File: config.mk
export PLATFORM = sky130hd
export DESIGN_NAME = fetch_ctrl
export DESIGN_NICKNAME = d
export VERILOG_FILES = /design/src/rtl/fetch_pkg.sv /design/src/rtl/fetch_buf.sv /design/src/rtl/fetch_ctrl.sv
export SDC_FILE = /design/constraint.sdc
export NUM_CORES = 1
export LEC_CHECK = 0
export BUFFER_PORTS_ARGS = -buffer_cell sky130_fd_sc_hd__buf_2
export CAP_MARGIN = 20
export CORE_ASPECT_RATIO = 1.2
export CORE_MARGIN = 10
export CORE_UTILIZATION = 30
export CTS_CLUSTER_DIAMETER = 200
export DETAILED_ROUTE_END_ITERATION = 8
export GPL_TIMING_DRIVEN = 0
export SYNTH_ARGS = -nofsm -noshare
export SYNTH_HDL_FRONTEND = slang
export SYNTH_SLANG_ARGS = --single-unit
File: constraint.sdc
create_clock -name clk -period 8.2 [get_ports clk]
set_clock_uncertainty 0.2 [all_clocks]
set_input_delay 0.41 -clock clk [delete_from_list [all_inputs] [get_ports clk]]
set_output_delay 0.41 -clock clk [all_outputs]
set_load 0.1 [all_outputs]
File: src/rtl/fetch_pkg.sv
// Shared types and constants for the instruction-fetch initiator.
package fetch_pkg;

    typedef enum logic [1:0] {
        IDLE  = 2'd0,
        FETCH = 2'd1,
        MISS  = 2'd2,
        DRAIN = 2'd3
    } fetch_state_t;

    localparam logic [31:0] FETCH_RESET_PC = 32'h0000_0000;
    localparam logic [3:0]  BYTE_SEL_WORD  = 4'b1111;

endpackage

File: src/rtl/fetch_buf.sv
// Small FIFO of {pc, instr} pairs between fetch and decode.
// Flush wins over push; head outputs read zero while empty.
module fetch_buf
    import fetch_pkg::*;
#(
    parameter int DATA_W = 32,
    parameter int DEPTH  = 2
) (
    input  logic              clk,
    input  logic              reset,
    input  logic              flush,
    input  logic              push,
    input  logic              pop,
    input  logic [DATA_W-1:0] push_pc,
    input  logic [DATA_W-1:0] push_instr,
    output logic              full,
    output logic              empty,
    output logic [DATA_W-1:0] head_pc,
    output logic [DATA_W-1:0] head_instr
);
    localparam int PTR_W = (DEPTH > 1) ? $clog2(DEPTH) : 1;
    localparam logic [PTR_W:0] FULL_CNT = (PTR_W + 1)'(DEPTH);

    logic [PTR_W-1:0]  wr_ptr;
    logic [PTR_W-1:0]  rd_ptr;
    logic [PTR_W:0]    count;
    logic [DATA_W-1:0] pc_mem    [DEPTH];
    logic [DATA_W-1:0] instr_mem [DEPTH];
    logic              do_pop;
    logic              do_push;

    assign full    = (count == FULL_CNT);
    assign empty   = (count == '0);
    assign do_pop  = pop && !empty;
    // A pop on a full buffer frees the slot the same-cycle push lands in.
    assign do_push = push && (!full || do_pop);

    always_ff @(posedge clk or negedge reset) begin
        if (!reset) begin
            wr_ptr <= '0;
            rd_ptr <= '0;
            count  <= '0;
        end else if (flush) begin
            wr_ptr <= '0;
            rd_ptr <= '0;
            count  <= '0;
        end else begin
            if (do_push) begin
                wr_ptr <= wr_ptr + PTR_W'(1);
            end
            if (do_pop) begin
                rd_ptr <= rd_ptr + PTR_W'(1);
            end
            if (do_push && !do_pop) begin
                count <= count + (PTR_W + 1)'(1);
            end else if (!do_push && do_pop) begin
                count <= count - (PTR_W + 1)'(1);
            end
        end
    end

    always_ff @(posedge clk) begin
        if (do_push && !flush) begin
            pc_mem[wr_ptr]    <= push_pc;
            instr_mem[wr_ptr] <= push_instr;
        end
    end

    assign head_pc    = empty ? '0 : pc_mem[rd_ptr];
    assign head_instr = empty ? '0 : instr_mem[rd_ptr];

endmodule

File: src/rtl/fetch_ctrl.sv
// Instruction-fetch initiator: sequential word requests, miss/redirect handling, decode buffer.
// Optional FETCH_PERF_CNT_EN adds saturating transfer and miss-cycle counters.
module fetch_ctrl
    import fetch_pkg::*;
#(
    parameter logic [31:0] RESET_PC  = FETCH_RESET_PC,
    parameter int          BUF_DEPTH = 2
) (
    input  logic        clk,
    input  logic        reset,
    input  logic        redirect,
    input  logic [31:0] redirect_pc,
    input  logic        pipe_stall,
    output logic        instr_valid,
    output logic [31:0] instr_out,
    output logic [31:0] pc_out,
    output logic [31:0] mem_address,
    output logic        mem_ren,
    output logic        mem_wen,
    output logic [3:0]  mem_byte_select,
    input  logic        mem_ready,
    input  logic [31:0] mem_dataout
`ifdef FETCH_PERF_CNT_EN
    ,
    output logic [31:0] perf_fetch_cnt,
    output logic [31:0] perf_miss_cnt
`endif
);
    fetch_state_t state;
    logic [31:0]  addr;
    logic [31:0]  target;
    logic [31:0]  redirect_target;
    logic         buf_full;
    logic         buf_empty;
    logic         pop;
    logic         push;
    logic         xfer;

    assign redirect_target = redirect_pc & ~32'h3;
    assign pop             = !buf_empty && !pipe_stall;
    assign xfer            = mem_ren && mem_ready;
    // Words completing while draining, or alongside a redirect, belong to the old path.
    assign push            = xfer && !redirect && (state != DRAIN);

    always_comb begin
        mem_ren = 1'b0;
        case (state)
            FETCH:       mem_ren = !buf_full || pop;
            MISS, DRAIN: mem_ren = 1'b1;
            default:     mem_ren = 1'b0;
        endcase
    end

    always_ff @(posedge clk or negedge reset) begin
        if (!reset) begin
            state  <= IDLE;
            addr   <= RESET_PC;
            target <= RESET_PC;
        end else begin
            case (state)
                IDLE: begin
                    state <= FETCH;
                    if (redirect) begin
                        addr <= redirect_target;
                    end
                end
                FETCH, MISS: begin
                    if (redirect) begin
                        // An unaccepted request must stay on the bus until the controller takes it.
                        if (mem_ren && !mem_ready) begin
                            state  <= DRAIN;
                            target <= redirect_target;
                        end else begin
                            state <= FETCH;
                            addr  <= redirect_target;
                        end
                    end else if (xfer) begin
                        state <= FETCH;
                        addr  <= addr + 32'd4;
                    end else if (mem_ren) begin
                        state <= MISS;
                    end else begin
                        state <= FETCH;
                    end
                end
                DRAIN: begin
                    if (mem_ready) begin
                        state <= FETCH;
                        addr  <= redirect ? redirect_target : target;
                    end else if (redirect) begin
                        target <= redirect_target;
                    end
                end
                default: begin
                    state <= IDLE;
                end
            endcase
        end
    end

    fetch_buf #(
        .DATA_W (32),
        .DEPTH  (BUF_DEPTH)
    ) u_buf (
        .clk        (clk),
        .reset      (reset),
        .flush      (redirect),
        .push       (push),
        .pop        (pop),
        .push_pc    (addr),
        .push_instr (mem_dataout),
        .full       (buf_full),
        .empty      (buf_empty),
        .head_pc    (pc_out),
        .head_instr (instr_out)
    );

    assign instr_valid     = !buf_empty;
    assign mem_address     = addr;
    assign mem_wen         = 1'b0;
    assign mem_byte_select = BYTE_SEL_WORD;

`ifdef FETCH_PERF_CNT_EN
    function automatic logic [31:0] sat_inc(input logic [31:0] v);
        return (v == 32'hFFFF_FFFF) ? v : v + 32'd1;
    endfunction

    always_ff @(posedge clk or negedge reset) begin
        if (!reset) begin
            perf_fetch_cnt <= '0;
            perf_miss_cnt  <= '0;
        end else begin
            if (push) begin
                perf_fetch_cnt <= sat_inc(perf_fetch_cnt);
            end
            if (mem_ren && !mem_ready) begin
                perf_miss_cnt <= sat_inc(perf_miss_cnt);
            end
        end
    end
`endif

endmodule

### After elaboration in Yosys (flattened, before gate mapping)

Memories as Yosys holds them, arrays and structs flattened.
Cells that the tools add are included.

* bits in registers: 70
* input bits: 69
* bits in writable memories: 128
* output and inout bits: 103
* memories: 2
* latch bits: 0
* ROM bits: 0
* word-level logic and storage cells: 83

* divide/modulo/power cells: 0
* mux-type cells: 29
* equality and inequality tests: 12
* shift-type cells: 0
* magnitude comparators: 0
* add/sub/neg operators: 5
* bitwise operators: 0
* reductions and logical operators: 29
* multipliers: 0

Memories
* u_buf.instr_mem: words 2, bits a word 32, rd ports 1, clocked after memory_dff 0, write ports 1, RTL line fetch_buf.sv:28 `logic [DATA_W-1:0] instr_mem [DEPTH];`
* u_buf.pc_mem: words 2, bits a word 32, rd ports 1, clocked after memory_dff 0, write ports 1, RTL line fetch_buf.sv:27 `logic [DATA_W-1:0] pc_mem [DEPTH];`

Operators by type and width (number)
* 32-bit 2-to-1 mux: 11
* 32-bit case mux with 3 select lines: 1
* 32-bit case mux with 2 select lines: 1
* 32-bit by 3-bit adder with 32-bit output (second input constant): 1
* 2-bit 2-to-1 mux: 8
* 2-bit inequality test (second input constant): 6
* 1-bit logical AND: 10
* 4-bit AND reduction: 2
* 1-bit zero test: 7
* 2-bit equality test (second input constant): 3
* 1-bit 2-to-1 mux: 6
* 3-bit inequality test (second input constant): 2
* 2-bit case mux with 3 select lines: 1
* 2-bit nonzero test: 3
* 2-bit zero test: 2
* 2-bit OR reduction: 2
* 3-bit nonzero test: 1
* 1-bit adder (second input constant): 2
* 2-bit by 1-bit adder with 2-bit output (second input constant): 1
* 2-bit by 1-bit equality test with 1-bit output (second input constant): 1
* 1-bit logical OR: 2
* 1-bit case mux with 2 select lines: 1
* 2-bit by 1-bit subtractor with 2-bit output (second input constant): 1

### Depth between registers and ports, before layout

* word-level depth: 14
* mapped depth: 10
* mapped depth without buffers: 7

### Modules after synthesis

A second synthesis with hierarchy kept.

* cell total of the unflattened synthesis: 722
* area total of the unflattened synthesis: 9148.8 µm²

By module, submodules not included
* fetch_buf: area an instance 5048.6 µm², cells each 295, times used 1
* fetch_ctrl: area an instance 4100.2 µm², cells each 427, times used 1

### Worst setup path before layout

OpenSTA, ideal clock, no wires.

* path kind: register to register
* start point: register state[0]
* end point: memory u_buf.instr_mem[0][0], enable pin
* setup time: 486 ps
* path buffers: 0
* setup slack: 2545 ps
* arrival time: 4969 ps
* cell stages (with the launch flop): 7
* path through: dfrtp_1 -> inv_1 -> ha_1 -> nor2_1 -> o2bb2ai_2 -> nand4_1 -> nor2_1

* cells in the longest elaborated chain, start to end: 10
* elaborated cells on any way between the ends: 13
* those cells by class: eq/ne: 4; mux: 3; reduce/logical: 6

Ends and longest elaborated chain
* start, declared: RTL line fetch_ctrl.sv:29 `fetch_state_t state;`
* start signal, assigned: RTL line fetch_ctrl.sv:56 `state <= IDLE;`
* start signal, assigned: RTL line fetch_ctrl.sv:62 `state <= FETCH;`
* start signal, assigned: RTL line fetch_ctrl.sv:71 `state <= DRAIN;`
* 2-bit equality test: RTL line fetch_ctrl.sv:47 `case (state)`
* 2-bit OR reduction: RTL line fetch_ctrl.sv:47
* 1-bit case mux with 2 select lines *: RTL line fetch_ctrl.sv:47
* named net mem_ren: RTL line fetch_ctrl.sv:18 `output logic mem_ren,`
* 1-bit logical AND *: RTL line fetch_ctrl.sv:41 `assign xfer = mem_ren && mem_ready;`
* 1-bit logical AND * (2 in a row): RTL line fetch_ctrl.sv:43 `assign push = xfer && !redirect && (state != DRAIN);`
* 1-bit logical AND *: RTL line fetch_buf.sv:36 `assign do_push = push && (!full || do_pop);`
* 1-bit logical AND *: RTL line fetch_buf.sv:63 `if (do_push && !flush) begin`
* 1-bit 2-to-1 mux *: RTL line fetch_buf.sv:63
* 1-bit 2-to-1 mux (not written as such) *: RTL line fetch_buf.sv:65 `instr_mem[wr_ptr] <= push_instr;`
* end, declared: RTL line fetch_buf.sv:28

The timed path passes the listed nets; every way through them passes the cells marked *.

### Worst setup path after layout

* start point: register u_buf.count[0]
* end point: output pc_out[24]

* cells in the longest elaborated chain, start to end: 2

Ends and longest elaborated chain
* start, declared: RTL line fetch_buf.sv:26 `logic [PTR_W:0] count;`
* start signal, assigned: RTL line fetch_buf.sv:55 `count <= count + (PTR_W + 1)'(1);`
* start signal, assigned: RTL line fetch_buf.sv:57 `count <= count - (PTR_W + 1)'(1);`
* 2-bit zero test: RTL line fetch_buf.sv:33 `assign empty = (count == '0);`
* 32-bit 2-to-1 mux: RTL line fetch_buf.sv:69 `assign head_pc = empty ? '0 : pc_mem[rd_ptr];`
* end, declared: RTL line fetch_ctrl.sv:16 `output logic [31:0] pc_out,`

Every way passes these cells.

==> results.json <==
{
  "status": "completed",
  "avgViaCountPerCell": 4.913,
  "die_y_um": 209.4,
  "clockBufferDepth": 2,
  "first_pass_iters": 6,
  "p_per_area_nw_per_um2": 381.3,
  "worstSetupPathType": "flip-flop to primary output",
  "fin_nets": 998,
  "diodes": 0,
  "drtAntennaViolNets": 0,
  "multiInputGateArea_sq_um": 3112,
  "post-route-period-util": 0.3898,
  "netSwitchingFraction": 0.4671,
  "ys_seq_elements": 198,
  "synth_top_family_by_area": "simple AND/OR/NAND/NOR gates",
  "peakVddDrop_mv": 0.1375,
  "netSwitchingPower_uw": 2022,
  "crit_chain": "nor2_1, clkbuf_1, buf_1, nor2_1, buf_2",
  "synth_xor_xnor_area_share": 0.003907,
  "worst_pin_slew_ns": 0.7771,
  "core_sq_um": 29530,
  "synthTopCellsByArea": "edfxtp_1 (43%), dfrtp_1 (20%), mux2i_1 (7.1%), nor2_1 (4.0%), mux2_2 (3.9%)",
  "async_flop_share": 0.3535,
  "ys_seq_area_frac": 0.6240,
  "combPwrFrac": 0.444,
  "track_usage": 0.1338,
  "synth_area_sq_um": 8967,
  "antenna_found_initial": 0,
  "cts_tree": "done",
  "rows": 69,
  "port-buffer-count": 164,
  "clock_latency_ns": 0.43,
  "dp_hpwl_um": 18710,
  "cts.htree.levels": 4,
  "first_iter_violations": 561,
  "fin_crit_ns": 3.196,
  "area_growth_pct": 26.62,
  "crit_required_ns": 7.59,
  "cap_violations": 0,
  "p_clk_frac": 0.197,
  "fin_area_sq_um": 11350,
  "leakage_uw": 0.004394,
  "vias": 6510,
  "synthCells": 699,
  "wl_um": 25060,
  "grt_setup_unrepaired": "false",
  "hold_class": "input pin to flip-flop",
  "crit_path_frequent_cell": "nor2_1",
  "yosysTopAreaCell": "edfxtp_1",
  "placed_area_sq_um": 10430,
  "syn_area_per_cell_sq_um": 12.83,
  "dieArea_sq_um": 37230,
  "pwr-share-seq": 0.359,
  "final_util": 0.3846,
  "setup_violations": 0,
  "crit_path_top_delay_cell": "clkbuf_1",
  "fin_ws_ns": 5.004,
  "synth.distinct_cells": 72,
  "place_ws_ns": 5.015,
  "slew_viol_final": 0,
  "power_uw": 4329,
  "synth-compound-area-share": 0.1084,
  "startpoint_type": "flip-flop",
  "synth-edff-count": 128,
  "muxShareOfSynthArea": 0.1104,
  "drc_errors": 0,
  "num-fill-cells": 2810,
  "synth_ff_type": "edfxtp_1",
  "tns_ns": 0,
  "io_pins": 172,
  "grt_max_degree": 46,
  "synthAdderAreaFrac": 0.008372,
  "endpoint_kind": "primary output",
  "path_max_fanout": 10,
  "root_buffer": "clkbuf_16",
  "hold_viol": 0,
  "wl_per_cell_um": 18.91,
  "fmax_mhz": 312.9,
  "clkSinkCount": 198,
  "start_util": 0.3037,
  "cpPeakStageDelay_ns": 0.54,
  "p_int_uw": 2307,
  "path_clk_slew_ns": 0.06,
  "layout-drive-gt1-share": 0.2930,
  "seqCellArea_sq_um": 5595,
  "cts_buffers": 17,
  "yosysWarningCount": 0,
  "die_w_um": 177.8,
  "grt_pass1_wl_um": 38500,
  "globalRouteOverflowTotal": 0,
  "synth_top_area_share": 0.4286,
  "place.gp.congestion": 0.8711,
  "arrival_ns": 2.59,
  "grt_pass1_vias": 6591,
  "synth-simple-area-share": 0.1122,
  "slew_headroom": 0.4819
}
## area by class of cell
cell class                 count  share of cell area
sequential                   198              0.4928
multi-input combinational    445              0.2741
timing repair buffer         202              0.1124
tap                          390             0.04298
clock buffer                  19             0.03901
buffer                        48             0.02160
clock inverter                12             0.01355
inverter                      11            0.003636
## kinds of logic (layout without fill, tap and decap cells)
family / after synthesis / in the layout
XOR/XNOR: 4 / 4
multiplexers: 95 / 95
flip-flops: 198 / 198
AO/OA/AOI/OAI: 128 / 128
adder cells (fa/ha/maj): 6 / 6
other: 2 / 5
AND/OR/NAND/NOR: 207 / 207
buffers and inverters: 59 / 292
## cell usage after synthesis (13+ instances only)
master / n
nor2_1: 96
buf_2: 16
dfrtp_1: 70
o21ai_0: 34
edfxtp_1: 128
nand2_1: 26
mux2i_1: 64
clkbuf_1: 14
mux2_2: 31
nor3_1: 13
nand3_1: 14
## state kept, by name, summed over array words and instances (netlist names)
register,count
state,2
mem_address,32
u_buf.instr_mem,64
u_buf.pc_mem,64
u_buf.wr_ptr,1
u_buf.count,2
target,32
u_buf.rd_ptr,1
## critical path: cells and delay by family (launching register included)
kind	cells	cell delay, ns
buf+inv	3	1.32
flops	1	0.44
simple gates	2	0.39
## layout by cell type (no fill, tap or decap), drive strengths merged, types with 8 or more instances in the layout
cell type    count
buf            203
edfxtp         128
nor2            96
dfrtp           70
mux2i           64
o21ai           38
dlygate4sd3     33
clkbuf          33
mux2            31
nand2           28
nand3           15
nor3            14
inv             11
a221oi          10
nor4             9
nand4            9
nand2b           8
a31oi            8
## through the flow
step	hold slack [ns]	std cells
2_1_floorplan	-0.08559	702
3_3_place_gp	0.2742	1256
3_5_place_dp	0.1564	1261
4_1_cts	0.005952	1325
5_1_grt	0.01447	1325
6_report	0.02319	1325
## power by group through the flow
stage	combinational, uW	sequential, uW	clock, uW
2_1_floorplan	1010	1990	0
6_report	1920	1550	853
4_1_cts	1940	1550	879
3_5_place_dp	1920	1570	0
5_1_grt	2040	1580	920
3_3_place_gp	1880	1570	0
## path summary, 6_finish.rpt
| kind | start | end | slack (ns) | depth (start not counted) |
|---|---|---|---|---|
| worst min-delay path | mem_ready | state[1] | 0.02 | 2 |
| min in group asynchronous | reset | target[3] | 0.24 | 2 |
| worst min register to register | target[0] | target[0] | 0.29 | 1 |
| max in group asynchronous | reset | mem_address[0] | 7.01 | 3 |
| worst max-delay path | u_buf.count[0] | pc_out[24] | 5.00 | 5 |
| worst max register to register | state[0] | u_buf.instr_mem[0][13] | 5.01 | 7 |
## routing by layer
layer  global-route usage  vias to the layer above  wire length (um)
li1                     -                     3103                 -
met4              0.06707                        0               929
met1               0.1550                     3144             10130
met2               0.2247                      215             12390
met5                    0                        -                 0
met3              0.03358                       48              1617
## repair_timing
action                                 CTS  global route
endpoints found under the hold margin   89             0
setup buffers                            0             0
hold buffers                            33             0
gates resized for setup                  0             0
(Power assumes the default switching activity.)
